<file path="src/rtl/skid_stage.sv">
// Two-entry ready/valid skid buffer.
// Handshake outputs decode from state only, breaking the out_ready path.
module skid_stage #(
  parameter int W = 32
) (
  input  logic         clk,
  input  logic         rst_n,
  input  logic         in_valid,
  output logic         in_ready,
  input  logic [W-1:0] in_data,
  output logic         out_valid,
  input  logic         out_ready,
  output logic [W-1:0] out_data,
  output logic [1:0]   occ
);

  typedef enum logic [1:0] {
    EMPTY = 2'd0,
    ONE   = 2'd1,
    FULL  = 2'd2
  } state_t;

  state_t         state;
  state_t         state_nxt;
  logic [W-1:0]   main_q;
  logic [W-1:0]   main_nxt;
  logic [W-1:0]   skid_q;
  logic [W-1:0]   skid_nxt;
  logic           in_fire;
  logic           out_fire;

  assign in_fire  = in_valid & in_ready;
  assign out_fire = out_valid & out_ready;
  assign out_data = main_q;

  // Handshake flags and occupancy come from state alone
  always_comb begin
    in_ready  = 1'b1;
    out_valid = 1'b0;
    occ       = 2'd0;
    unique case (state)
      EMPTY: begin
        in_ready  = 1'b1;
      end
      ONE: begin
        out_valid = 1'b1;
        occ       = 2'd1;
      end
      FULL: begin
        in_ready  = 1'b0;
        out_valid = 1'b1;
        occ       = 2'd2;
      end
      default: begin
        in_ready  = 1'b1;
      end
    endcase
  end

  // Next state and storage updates; skid word always drains before newer ones
  always_comb begin
    state_nxt = state;
    main_nxt  = main_q;
    skid_nxt  = skid_q;
    unique case (state)
      EMPTY: begin
        if (in_fire) begin
          main_nxt  = in_data;
          state_nxt = ONE;
        end
      end
      ONE: begin
        case ({in_fire, out_fire})
          2'b11: main_nxt = in_data;
          2'b10: begin
            skid_nxt  = in_data;
            state_nxt = FULL;
          end
          2'b01: state_nxt = EMPTY;
          default: state_nxt = ONE;
        endcase
      end
      FULL: begin
        if (out_fire) begin
          main_nxt  = skid_q;
          state_nxt = ONE;
        end
      end
      default: state_nxt = EMPTY;
    endcase
  end

  // State and data registers, cleared asynchronously
  always_ff @(posedge clk or negedge rst_n) begin
    if (!rst_n) begin
      state  <= EMPTY;
      main_q <= '0;
      skid_q <= '0;
    end else begin
      state  <= state_nxt;
      main_q <= main_nxt;
      skid_q <= skid_nxt;
    end
  end

endmodule

</file>
<file path="config.mk">
export PLATFORM = sky130hd
export DESIGN_NAME = skid_stage
export DESIGN_NICKNAME = d
export VERILOG_FILES = /design/src/rtl/skid_stage.sv
export SDC_FILE = /design/constraint.sdc
export NUM_CORES = 1
export LEC_CHECK = 0
export CAP_MARGIN = 15
export CORE_MARGIN = 2
export CORE_UTILIZATION = 54
export DETAILED_ROUTE_END_ITERATION = 8
export PLACE_DENSITY = 0.85
export SETUP_SLACK_MARGIN = 0.4
export SLEW_MARGIN = 25
export SYNTH_ARGS = -nofsm -noshare
export SYNTH_HDL_FRONTEND = slang
export SYNTH_SLANG_ARGS = --single-unit
</file>
<file path="constraint.sdc">
create_clock -name clk -period 5.55 [get_ports clk]
set_input_delay 1.11 -clock clk [delete_from_list [all_inputs] [get_ports clk]]
set_output_delay 1.11 -clock clk [all_outputs]
set_load 0.02 [all_outputs]
</file>
==> qor.txt, run 1 <==
Period utilisation layout -> 0.625
Largest net degree at the start of global routing -> 67
Starting density of the core -> 0.564
XOR/XNOR share of the synthesized area -> 0
Routability congestion estimate from global placement -> 0.726
CP cell instances -> inv_1, ha_2, inv_1, clkdlybuf4s50_1
Outcome -> finished clean
H-Tree Level Count -> 3
Grt ovf -> 0
Crit-path max FO -> 37
Initial antenna violation count -> 0
Max_cap viols -> 0
Startpoint types -> flip-flop
Clock transition at the registers of the reported paths -> 0.07 ns
Final setup fails -> 0
Synth Register Bits -> 66
Placed Cells -> 335
Antenna Nets Post-Route -> 0
Max stage delay on crit path -> 0.82 ns
Max IR drop VDD -> 0.559 mV
Crit end category -> primary output
Register area -> 1650 µm²
Max Fclk -> 288 MHz
Relative slew slack -> 0.369
Io pins -> 72
Pre-CTS setup slack -> 2.11 ns
Post-Synthesis Cells -> 200
Chip Height -> 80.1 µm
Cell family with most CP delay -> adder cells
Total Power -> 2.58 mW
Hpwl dp -> 3.60 mm
Area after DPL -> 3860 µm²
Syn Nets -> 243
Post-synthesis average cell area -> 15.6 µm²
Mux cell area share after synthesis -> 0.382
Residual DRC -> 0
PortBufs -> 71
Hold buffers post-CTS -> 0
Lkg Pwr -> 1.79 nW
Die X -> 80.1 µm
PostCTS Resize Cnt -> 0
Area occupied by multi-input gates -> 1390 µm²
Via density -> 5.23
Worst Slack Setup Final -> 2.08 ns
# diodes -> 0
TNS Setup -> 0 ns
Final net count -> 317
Library cells used by synthesis -> 18
Number of global-route vias before repair -> 1952
CTS tree -> built
Final WL -> 5.49 mm
CORE AREA -> 5540 µm²
PD cells -> 639 nW/µm²
Drt pass-1 iters -> 4
Least-Margin Pin Slew -> 0.947 ns
Largest cells by area after synthesis -> dfrtp_1 (53%), mux2_2 (24%), mux2_4 (14%)
Post-synth top area share -> 0.529
Number of max-slew violations in the final report -> 0
Clock sink count -> 66
Num CTS Buffers -> 9
Yosys warns -> 0
Max Buffers Root-to-Sink -> 2
HP Class -> flip-flop to flip-flop
Skew-Pair Late Insertion Delay -> 0.33 ns
Growth of design area from synthesis to finish -> 29.3%
RSZ-0062 raised after global routing -> no
Yosys top cell by area -> dfrtp_1
Largest family of logic cells by synthesized area -> multiplexers
Total Routing Usage GR -> 0.190
Critical-path top delay cell -> ha_2
Final Hold Vio Count -> 0
Setup Skew -> 0.00563 ns
Site Rows -> 27
Setup CP Type -> flip-flop to primary output
Fin util -> 0.729
Fin cells -> 351
CP Data Required Time -> 4.44 ns
Final hold slack -> 0.503 ns
Critical path's most frequent cell -> inv_1
Post-Synth Simple-Gate Area -> 0.0168
Mapped Area -> 3120 µm²
Finished Cell Area -> 4040 µm²
Adder-cell area share of the yosys netlist -> 0.0280
Seq/Total Area, Yosys -> 0.529
First-pass GRT wire length -> 9.16 mm
Layout cells sized above 1 -> 0.427
Synth Area in Compound Gates -> 0.0152
Post-CTS Setup Repair Bufs -> 0
Die ar. -> 6410 µm²
Layout fillers -> 374
Post-route minimum period -> 3.47 ns
Via count -> 1837
WP data arrival -> 2.36 ns
Drt wl/cell -> 15.6 µm
Clock root buffer -> clkbuf_8
Initial drt markers -> 79
WP buf/inv -> 3
==> where the power goes <==
| group | internal (mW) | switching [mW] | leakage, nW |
|---|---|---|---|
| Combinational | 0.798 | 0.557 | 0.925 |
| Sequential | 0.739 | 0.137 | 0.777 |
| Clock | 0.172 | 0.178 | 0.0851 |
==> worst register-to-register path, delay by kind of cell (launching register included) <==
kind          cells  cell delay [ns]
buf+inv           2             0.53
simple gates      2             0.67
fa+ha+maj         2             1.08
mux               1             0.38
flops             1             0.41
==> final cells by class <==
cell class	instances	area share
Multi-Input combinational cell	120	0.344
Timing Repair Buffer	73	0.178
Inverter	4	0.00372
Tap cell	72	0.0223
Sequential cell	66	0.409
Clock buffer	11	0.0350
Clock inverter	5	0.00744
==> cells in the mapped netlist, drive strengths merged <==
| cell type | instances |
|---|---|
| a21oi | 2 |
| a221oi | 1 |
| buf | 10 |
| dfrtp | 66 |
| ha | 7 |
| inv | 4 |
| mux2 | 96 |
| nand2 | 6 |
| nand2b | 1 |
| nand3 | 1 |
| nor2 | 1 |
| nor2b | 2 |
| o21ai | 3 |
==> final timing paths <==
| path | cells after the start | to | startpoint | slack, ns |
|---|---|---|---|---|
| hold / removal | 1 | skid_q[31] | skid_q[31] | 0.50 |
| setup reg to reg | 7 | skid_q[8] | state[0] | 2.36 |
| min in group asynchronous | 2 | state[1] | rst_n | 0.94 |
| hold reg to reg | 1 | skid_q[31] | skid_q[31] | 0.50 |
| max in group asynchronous | 2 | skid_q[23] | rst_n | 4.07 |
| setup / recovery | 4 | in_ready | state[0] | 2.08 |
==> registers in the layout (all words and copies together) (netlist names) <==
| register | cells |
|---|---|
| out_data | 32 |
| skid_q | 32 |
| state | 2 |
==> cell usage in the layout (no fill, tap or decap) <==
| cell | synthesis | routed |
|---|---|---|
| a21oi_2 | 1 | 1 |
| nor2_1 | 1 | 1 |
| buf_2 | 6 | 1 |
| clkbuf_1 | 0 | 1 |
| clkinv_2 | 0 | 3 |
| ha_2 | 0 | 1 |
| dfrtp_1 | 66 | 66 |
| clkdlybuf4s50_1 | 0 | 70 |
| a21oi_1 | 1 | 1 |
| inv_1 | 4 | 4 |
| clkbuf_8 | 0 | 10 |
| clkinvlp_4 | 0 | 2 |
| nand2_1 | 5 | 5 |
| mux2_4 | 30 | 30 |
| nor2b_1 | 2 | 2 |
| buf_4 | 0 | 2 |
| mux2_2 | 66 | 66 |
| a221oi_2 | 1 | 1 |
| o21ai_0 | 2 | 2 |
| nand2_4 | 0 | 1 |
| nand2b_1 | 1 | 1 |
| ha_1 | 7 | 6 |
| nand3_1 | 1 | 1 |
| o21ai_2 | 1 | 1 |
==> cell families after synthesis <==
kind of cell / count (synthesis)
buffers and inverters: 14
multiplexers: 96
flip-flops: 66
AO/OA/AOI/OAI: 6
adder cells (fa/ha/maj): 7
AND/OR/NAND/NOR: 11
==> per-layer routing <==
| metal | GRT usage | share of wire | wire [µm] |
|---|---|---|---|
| met2 | 0.300 | 0.48 | 2620 |
| met5 | 0 | 0 | 0 |
| met4 | 0.0763 | 0.014 | 76 |
| met1 | 0.250 | 0.46 | 2540 |
| met3 | 0.0517 | 0.046 | 255 |
No activity file was read; power rests on OpenSTA's default activity.
==> run 2, diff against run 1 <==
--- a/config.mk
+++ b/config.mk
@@ -7,9 +7,9 @@
 export LEC_CHECK = 0
 export CAP_MARGIN = 15
 export CORE_MARGIN = 2
-export CORE_UTILIZATION = 54
+export CORE_UTILIZATION = 50
 export DETAILED_ROUTE_END_ITERATION = 8
-export PLACE_DENSITY = 0.85
+export PLACE_DENSITY = 0.8
 export SETUP_SLACK_MARGIN = 0.4
 export SLEW_MARGIN = 25
 export SYNTH_ARGS = -nofsm -noshare
==> constraint.sdc (replaced) <==
create_clock -name clk -period 3.46 [get_ports clk]
set_input_delay 0.692 -clock clk [delete_from_list [all_inputs] [get_ports clk]]
set_output_delay 0.692 -clock clk [all_outputs]
set_load 0.02 [all_outputs]
==> run 2 against run 1 <==
Effect of this change: count of clock-buffer cells in the layout stayed put; via count is 0.33% higher; clock skew is 0.0015 ns lower; critical path depth stayed put; first-iteration DRC count is 16% lower; worst setup slack worse by 1.4 ns; utilization is 4.6 points lower; sequential cell count stayed put; non-clock buffer count is 4 higher; critical path type unchanged; largest power group unchanged.
==> qor.txt, run 2 (synthesis results as in run 1) <==
Outcome -> finished clean
PD cells -> 1040 nW/µm² (+62%)
Die ar. -> 6890 µm² (+7.6%)
Final hold slack -> 0.356 ns (-0.147 ns)
Pre-CTS setup slack -> 0.945 ns (-1.16 ns)
Site Rows -> 28 (+3.7%)
HP Class -> primary input to asynchronous set/reset pin
Clock sink count -> 66 (unchanged)
Initial antenna violation count -> 0 (unchanged)
Met3 WL post-DR -> 266 µm (+4.3%)
Post-CTS Setup Repair Bufs -> 0 (unchanged)
Max Fclk -> 365 MHz
CTS tree -> built
Commonest non-fill, non-tap cell in the layout -> clkdlybuf4s50_1
Residual DRC -> 0 (unchanged)
Max_cap viols -> 0 (unchanged)
TNS Setup -> 0 ns (unchanged)
CP Data Required Time -> 2.77 ns (-1.67 ns)
Via count -> 1843 (+0.33%)
M1 WL -> 2.75 mm (+8.3%)
Area after DPL -> 3900 µm² (+0.94%)
Routability congestion estimate from global placement -> 0.685 (-5.6%)
Startpoint types -> flip-flop
Growth of design area from synthesis to finish -> 30.9%
First-pass GRT wire length -> 9.63 mm (+5.2%)
Die X -> 83.0 µm (+3.7%)
Crit end category -> primary output
Chip Height -> 83.0 µm (+3.7%)
WP data arrival -> 2.04 ns (-0.32 ns)
Hpwl dp -> 3.77 mm (+4.5%)
Setup Skew -> 0.00414 ns (-0.00149 ns)
Num CTS Buffers -> 9 (unchanged)
Final Hold Vio Count -> 0 (unchanged)
Grt ovf -> 0 (unchanged)
Number of global-route vias before repair -> 1925 (-1.4%)
Relative slew slack -> 0.612 (+0.244)
Clock transition at the registers of the reported paths -> 0.06 ns (about the same)
Layout cells sized above 1 -> 0.434 (+0.00764)
Crit-path max FO -> 21 (-43%)
Lkg Pwr -> 1.82 nW (+1.8%)
Drt pass-1 iters -> 4 (unchanged)
Post-route minimum period -> 2.74 ns
Met2 routed WL -> 2.63 mm (+0.31%)
Max IR drop VDD -> 0.800 mV (+43%)
CORE AREA -> 5990 µm² (+8.1%)
Clock root buffer -> clkbuf_8
Largest net degree at the start of global routing -> 48 (-28%)
Finished Cell Area -> 4090 µm² (+1.3%)
Skew-Pair Late Insertion Delay -> 0.33 ns (about the same)
RSZ-0062 raised after global routing -> no
Starting density of the core -> 0.521 (-0.0424)
Worst Slack Setup Final -> 0.723 ns (-1.36 ns)
H-Tree Level Count -> 3 (unchanged)
Max Buffers Root-to-Sink -> 2 (unchanged)
Least-Margin Pin Slew -> 0.582 ns (-0.366 ns)
Setup CP Type -> flip-flop to primary output
Most frequent cells in the layout -> clkdlybuf4s50_1 (70), mux2_2 (66), dfrtp_1 (66)
Number of max-slew violations in the final report -> 0 (unchanged)
Max Used Layer -> met4
Total Routing Usage GR -> 0.178 (-0.0127)
Via density -> 5.18 (-1.1%)
Period utilisation layout -> 0.791
Io pins -> 72 (unchanged)
Final setup fails -> 0 (unchanged)
Antenna Nets Post-Route -> 0 (unchanged)
Drt wl/cell -> 16.1 µm (+3.0%)
PortBufs -> 71 (unchanged)
Hold buffers post-CTS -> 0 (unchanged)
Final net count -> 321 (+1.3%)
PostCTS Resize Cnt -> 0 (unchanged)
Final WL -> 5.73 mm (+4.5%)
Initial drt markers -> 66 (-16%)
# diodes -> 0 (unchanged)
run 2: layout make-up:
type                       count  area [µm²]
fill                         442        1900
sequential                    66        1650
multi-input combinational    120        1380
timing repair buffer          77         753
clock buffer                  11         151
tap                           75        93.8
clock inverter                 3        40.0
inverter                       4        15.0
run 2: stage by stage:
| stage | power [mW] | util | instances |
|---|---|---|---|
| floorplan | 2.95 | - | 200 |
| global placement | 3.57 | 0.650 | 342 |
| detailed placement | 3.62 | 0.651 | 342 |
| CTS | 4.28 | 0.683 | 356 |
| global route | 4.49 | 0.683 | 356 |
| finish | 4.24 | 0.683 | 356 |
run 2: final timing paths:
| path | startpoint | to | slack, ns | cells after the start |
|---|---|---|---|---|
| min | rst_n | state[0] | 0.36 | 1 |
| min reg2reg | skid_q[27] | skid_q[27] | 0.50 | 1 |
| max in group asynchronous | rst_n | out_data[18] | 2.52 | 2 |
| max reg2reg | state[0] | out_data[0] | 1.01 | 9 |
| max | state[0] | in_ready | 0.72 | 4 |
| min in group clk | skid_q[27] | skid_q[27] | 0.50 | 1 |
run 2: metal layers:
metal	vias up	global-route usage
li1	869	-
met1	919	0.236
met2	46	0.272
met3	9	0.0596
met4	0	0.0641
met5	-	0
run 2: critical path, cell delays in order (launching register included):
cell             delay [ns]
dfrtp_1                0.40
inv_1                  0.12
ha_2                   0.55
inv_1                  0.09
clkdlybuf4s50_1        0.55
run 2: report_power, final:
group	switching [mW]	total, mW	internal [mW]
clock network	0.271	0.633	0.362
logic	0.908	2.20	1.29
registers	0.218	1.40	1.19
==> run 3, diff against run 2 <==
==> constraint.sdc (replaced) <==
create_clock -name clk -period 2.85 [get_ports clk]
set_input_delay 0.57 -clock clk [delete_from_list [all_inputs] [get_ports clk]]
set_output_delay 0.57 -clock clk [all_outputs]
set_load 0.02 [all_outputs]
==> run 3 against run 2 <==
Effect of this change: worst hold slack got worse by 0.077 ns; sequential cell count unchanged; die area unchanged; critical endpoint is now out_valid; via count decreased by 0.27%; routed wire length increased by 1.5%; largest power group unchanged; largest cell class unchanged; utilization increased by 1.9 points.
==> qor.txt, run 3 (synthesis results as in run 1) <==
Grt ovf -> 0 (unchanged)
Worst Slack Setup Final -> 0.534 ns (-0.189 ns)
Largest net degree at the start of global routing -> 38 (-21%)
Number of global-route vias before repair -> 2001 (+3.9%)
Total Routing Usage GR -> 0.180 (+0.00220)
HP Class -> primary input to asynchronous set/reset pin
PD cells -> 1300 nW/µm² (+26%)
Final net count -> 322 (+0.31%)
Post-CTS Setup Repair Bufs -> 0 (unchanged)
Final Hold Vio Count -> 0 (unchanged)
Period utilisation layout -> 0.812
Layout fillers -> 409 (-7.5%)
Clock root buffer -> clkbuf_8
CP Data Required Time -> 2.28 ns (-0.49 ns)
Grt met1 use -> 0.250 (+0.0141)
Reg2Reg Depth -> 10 (+1)
Most frequent cells in the layout -> clkdlybuf4s50_1 (69), mux2_2 (66), dfrtp_1 (66)
Net Sw Frac -> 0.317 (-0.0130)
Max Buffers Root-to-Sink -> 2 (unchanged)
Crit-path max FO -> 4 (-81%)
PortBufs -> 71 (unchanged)
CTS tree -> built
RSZ-0062 raised after global routing -> no
Chip Height -> 83.0 µm (unchanged)
Outcome -> finished clean
Routability congestion estimate from global placement -> 0.733 (+7.1%)
Skew-Pair Late Insertion Delay -> 0.34 ns (about the same)
Cell Int Power -> 3.74 mW (+32%)
Commonest non-fill, non-tap cell in the layout -> clkdlybuf4s50_1
H-Tree Level Count -> 3 (unchanged)
TNS Setup -> 0 ns (unchanged)
Antenna Nets Post-Route -> 0 (unchanged)
Initial antenna violation count -> 0 (unchanged)
Via count -> 1838 (-0.27%)
Number of max-slew violations in the final report -> 0 (unchanged)
Max Fclk -> 432 MHz
Least-Margin Pin Slew -> 0.696 ns (+0.115 ns)
Startpoint types -> flip-flop
Site Rows -> 28 (unchanged)
Setup Skew -> 0.00651 ns (+0.00237 ns)
Die ar. -> 6890 µm² (unchanged)
Lkg Pwr -> 1.88 nW (+3.1%)
Num CTS Buffers -> 9 (unchanged)
WP data arrival -> 1.75 ns (-0.29 ns)
Met2 global-route usage -> 0.273 (+0.00147)
Io pins -> 72 (unchanged)
Growth of design area from synthesis to finish -> 34.6%
Max_cap viols -> 0 (unchanged)
Setup CP Type -> flip-flop to primary output
Final WL -> 5.82 mm (+1.5%)
Initial drt markers -> 57 (-14%)
Via density -> 5.12 (-1.1%)
Drt wl/cell -> 16.2 µm (+0.65%)
Hold buffers post-CTS -> 0 (unchanged)
Post-route minimum period -> 2.32 ns
Hpwl dp -> 3.97 mm (+5.4%)
Residual DRC -> 0 (unchanged)
# diodes -> 0 (unchanged)
Combinational power share -> 0.496 (-0.023)
Final setup fails -> 0 (unchanged)
First-pass GRT wire length -> 9.78 mm (+1.5%)
Pre-CTS setup slack -> 0.518 ns (-0.427 ns)
Relative slew slack -> 0.536 (-0.0766)
Clock transition at the registers of the reported paths -> 0.07 ns (about the same)
Die X -> 83.0 µm (unchanged)
Switch Pwr -> 1.73 mW (+24%)
GR Util met3 -> 0.0388 (-0.0209)
Starting density of the core -> 0.521 (unchanged)
Max IR drop VDD -> 0.759 mV (-5.2%)
Clock sink count -> 66 (unchanged)
Busiest grt layer -> met2
Crit end category -> primary output
Drt pass-1 iters -> 4 (unchanged)
Clock network power share -> 0.194 (+0.045)
Layout cells sized above 1 -> 0.440 (+0.00598)
Reg power frac -> 0.311 (-0.021)
CORE AREA -> 5990 µm² (unchanged)
[run 3: cell types whose count changed in the layout (fill, tap and decap cells not counted)]
| cell | previous run | this run |
|---|---|---|
| inv_6 | 0 | 1 |
| buf_2 | 0 | 1 |
| dlymetal6s2s_1 | 0 | 1 |
| clkbuf_8 | 11 | 10 |
| clkinvlp_4 | 0 | 1 |
| bufinv_16 | 1 | 4 |
| clkinv_2 | 2 | 0 |
| buf_12 | 0 | 2 |
| clkdlybuf4s50_1 | 70 | 69 |
| buf_4 | 7 | 5 |
[run 3: path summary, 6_finish.rpt]
path                       startpoint  slack [ns]            to
min                             rst_n        0.28      state[0]
min reg2reg                 skid_q[2]        0.50     skid_q[2]
max in group asynchronous       rst_n        1.94  out_data[18]
max reg2reg                  state[1]        0.74   out_data[1]
min in group clk            skid_q[2]        0.50     skid_q[2]
max                          state[1]        0.53     out_valid
[run 3: per-layer routing]
layer | wire [µm] | part of all wire | up-vias
met4 | 89 | 0.015 | 0
met1 | 2820 | 0.48 | 919
met3 | 223 | 0.038 | 7
met2 | 2690 | 0.46 | 44
met5 | 0 | 0 | -
li1 | - | - | 868
[run 3: power by group through the flow]
stage,sequential [mW],clock (mW),combinational (mW)
2_1_floorplan,1.94,0,1.64
3_3_place_gp,1.69,0,2.68
3_5_place_dp,1.70,0,2.74
4_1_cts,1.70,1.08,2.75
5_1_grt,1.76,1.12,2.90
6_report,1.70,1.06,2.71
[run 3: area by class of cell]
class                   count  area (µm²)  area share
multi-input cells         120        1380       0.329
flip-flops and latches     66        1650       0.393
inverters                   4        15.0     0.00357
well taps                  75        93.8      0.0223
repair buffers             78         786       0.187
clock inverters             6         136      0.0324
clock buffers              10         138      0.0327
[run 3: stage by stage]
step / hold WS, ns / util / cells / instance area [µm²] / power, mW
after floorplan: 0.274 / - / 200 / 3120 / 3.58
after global placement: 0.481 / 0.656 / 343 / 3930 / 4.37
after detailed placement: 0.487 / 0.656 / 343 / 3930 / 4.45
final: 0.279 / 0.702 / 359 / 4200 / 5.47
after CTS: 0.289 / 0.701 / 359 / 4200 / 5.53
after global routing: 0.330 / 0.702 / 359 / 4200 / 5.78
[run 3: critical path: stages, from the launching register on]
cell and delay [ns]:
dfrtp_1 0.42, inv_1 0.09, ha_1 0.30, clkdlybuf4s50_1 0.60
[run 3: what timing repair did]
item / 4_1_cts / 5_1_grt
setup endpoints to repair: 0 / 1
hold endpoints to repair: 0 / 0
gates resized for setup: 0 / 1
